===== src/rtl/fifo_uart_tx_pkg.sv =====
// Shared definitions for the FIFO-fed UART transmitter: FSM encoding, parity constants.
package fifo_uart_tx_pkg;

    localparam int unsigned PRESCALE_W = 6;

    localparam logic PAR_EVEN = 1'b0;
    localparam logic PAR_ODD  = 1'b1;

    typedef enum logic [2:0] {
        ST_IDLE   = 3'd0,
        ST_START  = 3'd1,
        ST_DATA   = 3'd2,
        ST_PARITY = 3'd3,
        ST_STOP   = 3'd4
    } state_e;

    // A prescale of zero is treated as one cycle per bit.
    function automatic logic [PRESCALE_W-1:0] eff_prescale(input logic [PRESCALE_W-1:0] p);
        return (p == '0) ? PRESCALE_W'(1) : p;
    endfunction

endpackage


===== src/rtl/fifo_uart_tx_bitcnt.sv =====
// Prescale counter and data-bit index for the UART transmitter.
module fifo_uart_tx_bitcnt
    import fifo_uart_tx_pkg::*;
#(
    parameter int unsigned DATA_WIDTH = 8
) (
    input  logic                  clk,
    input  logic                  rst,
    input  logic                  run,
    input  logic                  data_phase,
    input  logic [PRESCALE_W-1:0] prescale,
    output logic                  bit_end_c,
    output logic                  last_data_c
);

    localparam int unsigned IDX_W = (DATA_WIDTH > 1) ? $clog2(DATA_WIDTH) : 1;

    logic [PRESCALE_W-1:0] pre_cnt_q, pre_cnt_d;
    logic [IDX_W-1:0]      bit_idx_q, bit_idx_d;

    // Flag the last cycle of a bit and the last data bit; compute next counter values.
    always_comb begin
        bit_end_c   = (pre_cnt_q == (eff_prescale(prescale) - PRESCALE_W'(1)));
        last_data_c = (bit_idx_q == IDX_W'(DATA_WIDTH - 1));

        pre_cnt_d = pre_cnt_q + PRESCALE_W'(1);
        if (!run || bit_end_c) begin
            pre_cnt_d = '0;
        end

        bit_idx_d = bit_idx_q;
        if (!data_phase) begin
            bit_idx_d = '0;
        end else if (bit_end_c) begin
            bit_idx_d = bit_idx_q + IDX_W'(1);
        end
    end

    // Counter registers.
    always_ff @(posedge clk) begin
        if (rst) begin
            pre_cnt_q <= '0;
            bit_idx_q <= '0;
        end else begin
            pre_cnt_q <= pre_cnt_d;
            bit_idx_q <= bit_idx_d;
        end
    end

endmodule


===== src/rtl/fifo_uart_tx.sv =====
// UART transmitter that pops words from a FIFO read port and sends them back-to-back.
module fifo_uart_tx
    import fifo_uart_tx_pkg::*;
#(
    parameter int unsigned DATA_WIDTH = 8
) (
    input  logic                  CLK,
    input  logic                  RST,
    input  logic [DATA_WIDTH-1:0] RD_DATA,
    input  logic                  EMPTY,
    input  logic                  PAR_EN,
    input  logic                  PAR_TYP,
    input  logic [PRESCALE_W-1:0] PRESCALE,
    output logic                  R_INC,
    output logic                  TX_OUT,
    output logic                  BUSY
);

    state_e                state_q, state_d;
    logic [DATA_WIDTH-1:0] shift_q, shift_d;
    logic                  par_en_q, par_en_d;
    logic                  par_bit_q, par_bit_d;
    logic [PRESCALE_W-1:0] presc_q, presc_d;
    logic                  tx_q, tx_d;
    logic                  r_inc_q, r_inc_d;
    logic                  busy_q, busy_d;
    logic                  load;
    logic                  bit_end;
    logic                  last_data;

    fifo_uart_tx_bitcnt #(
        .DATA_WIDTH (DATA_WIDTH)
    ) u_bitcnt (
        .clk         (CLK),
        .rst         (RST),
        .run         (state_q != ST_IDLE),
        .data_phase  (state_q == ST_DATA),
        .prescale    (presc_q),
        .bit_end_c   (bit_end),
        .last_data_c (last_data)
    );

    // Next-state, frame load and registered-output values.
    always_comb begin
        state_d   = state_q;
        shift_d   = shift_q;
        par_en_d  = par_en_q;
        par_bit_d = par_bit_q;
        presc_d   = presc_q;
        r_inc_d   = 1'b0;
        load      = 1'b0;

        case (state_q)
            ST_IDLE: begin
                if (!EMPTY) begin
                    load = 1'b1;
                end
            end
            ST_START: begin
                if (bit_end) begin
                    state_d = ST_DATA;
                end
            end
            ST_DATA: begin
                if (bit_end) begin
                    if (last_data) begin
                        state_d = par_en_q ? ST_PARITY : ST_STOP;
                    end else begin
                        shift_d = shift_q >> 1;
                    end
                end
            end
            ST_PARITY: begin
                if (bit_end) begin
                    state_d = ST_STOP;
                end
            end
            ST_STOP: begin
                if (bit_end) begin
                    if (!EMPTY) begin
                        load = 1'b1;
                    end else begin
                        state_d = ST_IDLE;
                    end
                end
            end
            default: begin
                state_d = ST_IDLE;
            end
        endcase

        // Capture word and frame settings; settings stay fixed until the next load.
        if (load) begin
            shift_d   = RD_DATA;
            par_en_d  = PAR_EN;
            par_bit_d = (^RD_DATA) ^ (PAR_TYP == PAR_ODD);
            presc_d   = PRESCALE;
            r_inc_d   = 1'b1;
            state_d   = ST_START;
        end

        busy_d = (state_d != ST_IDLE);

        case (state_d)
            ST_START:  tx_d = 1'b0;
            ST_DATA:   tx_d = shift_d[0];
            ST_PARITY: tx_d = par_bit_d;
            default:   tx_d = 1'b1;
        endcase
    end

    // State and output registers.
    always_ff @(posedge CLK) begin
        if (RST) begin
            state_q   <= ST_IDLE;
            shift_q   <= '0;
            par_en_q  <= 1'b0;
            par_bit_q <= 1'b0;
            presc_q   <= '0;
            tx_q      <= 1'b1;
            r_inc_q   <= 1'b0;
            busy_q    <= 1'b0;
        end else begin
            state_q   <= state_d;
            shift_q   <= shift_d;
            par_en_q  <= par_en_d;
            par_bit_q <= par_bit_d;
            presc_q   <= presc_d;
            tx_q      <= tx_d;
            r_inc_q   <= r_inc_d;
            busy_q    <= busy_d;
        end
    end

    assign R_INC  = r_inc_q;
    assign TX_OUT = tx_q;
    assign BUSY   = busy_q;

endmodule

===== config.mk =====
export PLATFORM = sky130hd
export DESIGN_NAME = fifo_uart_tx
export DESIGN_NICKNAME = d
export VERILOG_FILES = /design/src/rtl/fifo_uart_tx_pkg.sv /design/src/rtl/fifo_uart_tx_bitcnt.sv /design/src/rtl/fifo_uart_tx.sv
export SDC_FILE = /design/constraint.sdc
export NUM_CORES = 1
export LEC_CHECK = 0
export ABC_AREA = 1
export BUFFER_PORTS_ARGS = -buffer_cell sky130_fd_sc_hd__buf_4
export CORE_MARGIN = 2
export CORE_UTILIZATION = 55
export CTS_CLUSTER_DIAMETER = 40
export DETAILED_ROUTE_END_ITERATION = 6
export PLACE_DENSITY = 0.77
export SLEW_MARGIN = 0
export SYNTH_ARGS = -nofsm -noshare
export SYNTH_HDL_FRONTEND = slang
export SYNTH_SLANG_ARGS = --single-unit

===== constraint.sdc =====
create_clock -name CLK -period 2.95 [get_ports CLK]
set_input_delay 0.4425 -clock CLK [delete_from_list [all_inputs] [get_ports CLK]]
set_output_delay 0.4425 -clock CLK [all_outputs]
set_load 0.02 [all_outputs]

* Word level (Yosys, flattened, before mapping)
Cells that the tools add are included. W data, S select, Z words.
Cells by class: add/sub/neg operators 3, $mul 0, divide/modulo/power cells 0, order comparisons 0, equality and inequality tests 10, shift-type cells 0, multiplexer cells 20, bitwise logic cells 2, reductions and logical operators 12
Operators by type and width (count):
- $mux W8 | 4
- $mux W3 | 8
- $pmux W3 S5 | 1
- $eq A3 B2 Y1 const B | 4
- $reduce_xor A8 Y1 | 1
- $add A6 B1 Y6 const B | 1
- $eq A3 B1 Y1 const B | 2
- $eq A3 B3 Y1 const B | 2
- $eq A6 B6 Y1 | 1
- $logic_not A6 Y1 | 1
- $mux W6 | 1
- $reduce_bool A3 Y1 | 2
- $sub A6 B1 Y6 const B | 1
- $mux W1 | 4
- $reduce_bool A2 Y1 | 2
- $reduce_or A2 Y1 | 2
- $add A3 B1 Y3 const B | 1
- $logic_not A3 Y1 | 1
- $pmux W1 S3 | 1
- $reduce_and A3 Y1 | 1
- $ne A2 B2 Y1 const B | 1
- $pmux W1 S2 | 1
- $logic_not A1 Y1 | 1
- $logic_or A1 B1 Y1 | 1
- 2 further kinds | 2
Word-level totals: register bits after elaboration 31, bits in latches 0, memory bits (writable) 0, memory bits (read-only) 0, bits of input ports 19, output and inout bits 3, logic and storage cells 58, memories kept 0

* Depth between registers and ports, before layout
depth after elaboration 9, depth in mapped cells 17, mapped depth without buffers 16

* Modules after synthesis
A second synthesis with hierarchy kept.
Unflattened totals: cell total of the unflattened synthesis 272, area, all modules 1906.8 um^2
By module, submodules not included:
- fifo_uart_tx | instances 1, cells each 170, area each 1174.9 um^2, sequential area each 440.4 um^2
- fifo_uart_tx_bitcnt | instances 1, cells each 102, area each 732.0 um^2, sequential area each 180.2 um^2

* Worst setup path before layout
Ideal clock, no wire load.
path type reg2reg, start register presc_q[1], end register tx_q, in the netlist TX_OUT, setup time 0.113 ns, arrival time 1.557 ns, required time 2.837 ns, path slack 1.280 ns, stages on the path, launching flop included 14, path buffers 1, clock period less this slack 1.670 ns, path through dfxtp_1 > nor2_4 > nand3_1 > nand3_1 > nand3_2 > nor2_4 > nand2_4 > nand2_4 > nand2_2 > buf_6 > nand2_1 > nand2_1 > nand2_1 > nand2_1
On the way: word-level cells in the longest chain between the ends 9, elaborated cells on any way between the ends 20, classes of those cells add/sub (1); eq/ne (4); mux (14); reduce/logical (1)
RTL lines:
- start: declaration | RTL line fifo_uart_tx.sv:23 | logic [PRESCALE_W-1:0] presc_q, presc_d;
- start signal: assignment | RTL line fifo_uart_tx.sv:128 | presc_q <= presc_d;
- $logic_not A6 Y1 | RTL line fifo_uart_tx_pkg.sv:19 | return (p == '0) ? PRESCALE_W'(1) : p;
- $mux W6 * | RTL line fifo_uart_tx_pkg.sv:19
- $sub A6 B1 Y6 * | RTL line fifo_uart_tx_bitcnt.sv:23 | bit_end_c = (pre_cnt_q == (eff_prescale(prescale) - PRESCALE_W'(1)));
- $eq A6 B6 Y1 * | RTL line fifo_uart_tx_bitcnt.sv:23
- $mux W3, or another cell as far along | RTL line fifo_uart_tx.sv:79 | if (bit_end) begin
- $pmux W3 S5 or $pmux W1 S2 (tied branches) | RTL line fifo_uart_tx.sv:53 | case (state_q)
- $mux W3 | RTL line fifo_uart_tx.sv:93 | if (load) begin
- $eq A3 B2 Y1 or $eq A3 B1 Y1 (tied branches) | RTL line fifo_uart_tx.sv:104 | case (state_d)
- $pmux W1 S3 * | RTL line fifo_uart_tx.sv:104
- end signal: assignment | RTL line fifo_uart_tx.sv:129 | tx_q <= tx_d;
- end: declaration | RTL line fifo_uart_tx.sv:24 | logic tx_q, tx_d;
Every way passes the cells marked *; elsewhere a longest branch is shown, timed or not. The select of a mux whose other input is x is not followed. A chain may end at the register's enable or synchronous reset.

* Worst setup path in the final report
start register presc_q[3], end register tx_q, in the netlist TX_OUT
The elaborated chain is that of the path after synthesis.

==> implementation parameters <==
Parameter                              Value

Floorplan
  Die ar.    around 0.0035 mm²
  Die Height    approximately 60 µm
  Chip Width    59.2 µm
  Starting Density    0.563
  I/O pin total    22
  Core Footprint    0.00298 mm²
  Floorplan row count    20

Synthesis
  Yosys synthesis warning count    0
  Largest cells by area after synthesis    dfxtp_1 (37%), nand2_1 (15%), inv_1 (6.9%), nand3_1 (6.0%), nor2_1 (5.4%)
  Syn avg cell area    about 6.9 µm²
  Cell accounting for the most synthesized area    dfxtp_1
  Share of async-settable or async-resettable flops after synthesis    0
  Share of the yosys chip area belonging to registers    0.370
  Post-synthesis register bit count    31
  Library cells used by synthesis    26
  Post-synthesis net count    266
  Synth top area share    0.370
  Number of enable flip-flop cells after synthesis    0
  Flip-flop cell with the highest count after synthesis    dfxtp_1
  Cell count after synthesis    ~240
  Post-Synthesis Cell Area    roughly 0.0017 mm²

Clocking
  H-Tree Depth    2
  Maximum number of buffers from clock root to sink    2
  Number of clock sinks    31
  Source-to-sink clock delay at the later pin of the worst-skew pair    roughly 0.35 ns
  Clock tree from TritonCTS    yes
  Post-cts repair resize count    0
  Buffers inserted by post-CTS timing repair    0
  Root cell of the clock tree    clkbuf_4
  Number of buffers inserted during clock tree synthesis    5
  Hold bufs inserted after CTS    0
  Reg clk slew, reported paths    0.11 ns

Timing
  Final-report setup violation count    0
  Post-route clock period utilization    0.710
  Fin worst setup slack    between 0.8 and 0.9 ns
  Min cycle time layout    about 2.1 ns
  Slew at the pin with the worst max-slew slack    0.517 ns
  Unrepaired setup endpoints after global routing    no
  Final TNS setup    0 ns
  Count of pins over their slew limit    0
  Final clock skew    roughly 0.018 ns
  Relative slew slack    0.653
  Final hold violation count    0
  Maximum clock rate    approximately 480 MHz

Detailed routing
  Wire length per cell    roughly 11 µm
  Remaining DRCs    0
  Wire length reported by the detailed router    roughly 3200 µm
  Detailed-router iteration count before antenna repair    4
  First-iteration detailed-routing DRC count    55
  Vias per Instance    5.08
  ANT nets after route    0
  Number of vias after detailed routing    ~1500

Placed design
  Final estimated routing congestion in global placement    ~0.86
  IO Port Bufs    21
  Post-placement cell count    between 200 and 300
  Half-perimeter wire length of the detailed placement result    about 2500 µm
  DP Worst Slack    0.846 ns

Flow run
  Max_cap viols    0

Pwr
  Leak Pwr    roughly 0.9 nW
  Maximum vdd ir drop    0.000434 V
  Pwr per Cell Area    between 700 and 800 mW/mm²
  Post-layout total power    1.41 mW

Worst hold path
  Hold WC Path Type    input pin to flop

Setup path
  Critical path peak fanout    30
  CP Data Required Time    3.21 ns
  Setup Crit Path Kind    flop to flop
  CP Capture Type    flop
  Sort of element at the start of the critical path    flop
  Arrival time reported for the critical path endpoint    ~2.4 ns

Final layout
  Nets    approximately 290
  Antenna fix cells    0
  Fraction of final layout cells sized beyond drive strength 1    0.164
  Signed area change from the synthesized netlist to the final layout    13.0%
  Number of inserted filler cells in the final layout    roughly 280
  Post-route insts no fill    301

Outcome
  Outcome    finished, final reports clean

Global routing
  First-pass GRT wire length    around 5600 µm
  Remaining global-route overflow    0
  Largest net degree at the start of global routing    31
  GRT Total Usage    0.214
  Number of antenna violations at the first check in global routing    0
  Number of global-route vias before repair    1323
-- stage by stage --
| stage | cell area [µm²] | utilization | hold WS, ns |
|---|---|---|---|
| after CTS | 1890 | 0.636 | 0.246 |
| after floorplan | 1680 | - | 0.441 |
| final | 1890 | 0.636 | 0.259 |
| after detailed placement | 1840 | 0.618 | 0.467 |
| after global routing | 1890 | 0.636 | 0.262 |
| after global placement | 1840 | 0.618 | 0.463 |
-- routing by layer --
layer / up-vias / wire, µm / global-route usage
met3: 7 / 130 / 0.0721
met1: 668 / 1560 / 0.276
li1: 830 / - / -
met2: 25 / 1410 / 0.322
met4: 0 / 70 / 0.0974
met5: - / 0 / 0
-- placed cells by master, fill, tap and decap left out, types with 2 or more instances in the layout --
master	count
or2_2	2
buf_4	21
inv_1	31
dfxtp_1	31
nor2_4	3
nand2_1	65
nand2_2	2
clkbuf_4	5
nand3_2	3
nor2_2	3
o21ai_0	16
nor2_1	24
xnor2_1	5
nand2_4	2
a21oi_1	10
nand3b_1	2
ha_1	3
nand4_1	2
a31oi_1	8
nand3_1	20
xor2_1	3
-- area by class of cell --
cell class	count	area, µm²	area share
sequential	31	621	0.328
inverter	32	120	0.0634
tap	33	41.3	0.0218
clock inverter	2	12.5	0.00661
clock buffer	6	41.3	0.0218
multi-input combinational	176	900	0.475
timing repair buffer	21	158	0.0833
-- cells by family (layout without fill, tap and decap cells) --
group           Yosys count  after routing  synth area share
buf+inv                  37             61            0.0926
compound gates           36             36             0.115
xor+xnor                  8              8            0.0418
fa+ha+maj                 3              3            0.0224
flops                    31             31             0.370
simple gates            129            129             0.358
-- cell usage after synthesis, types with 3 or more instances --
library cell / count
nor2_1: 24
ha_1: 3
nand2_1: 65
xor2_1: 3
nor2_4: 3
o21ai_0: 16
inv_1: 31
nor2_2: 3
dfxtp_1: 31
xnor2_1: 5
a21oi_1: 10
nand3_2: 3
a31oi_1: 8
nand3_1: 20
-- final timing paths --
check	endpoint	slack, ns	depth (start not counted)	from
max	TX_OUT	0.86	14	presc_q[3]
min reg2reg	shift_q[2]	0.48	2	shift_q[3]
min	par_bit_q	0.26	2	RST
max reg2reg	TX_OUT	0.86	14	presc_q[3]
-- power by group --
| group | leakage (nW) | switching [mW] | internal, mW |
|---|---|---|---|
| sequential | 0.255 | 0.0539 | 0.501 |
| clock | 0.0282 | 0.153 | 0.0918 |
| combinational | 0.618 | 0.388 | 0.219 |
| total | 0.901 | 0.594 | 0.812 |
-- critical path, cell delays in order, from the launching register on --
cell     delay, ns
dfxtp_1       0.35
nor2_2        0.18
nand4_1       0.14
nand2_1       0.09
nand2_1       0.05
nand2_1       0.11
nor2_4        0.07
nand2_4       0.10
nand2_4       0.05
nand2_2       0.36
inv_1         0.17
nor2_1        0.16
nand2_1       0.06
nand3_1       0.06
nand2_1       0.05
-- sequential cells by signal, indices dropped and copies added, names as in the netlist, 3 cells and up --
register and flops:
presc_q 6, shift_q 8, state_q 3, u_bitcnt.bit_idx_q 3
u_bitcnt.pre_cnt_q 6
No activity file was read; power rests on OpenSTA's default activity.
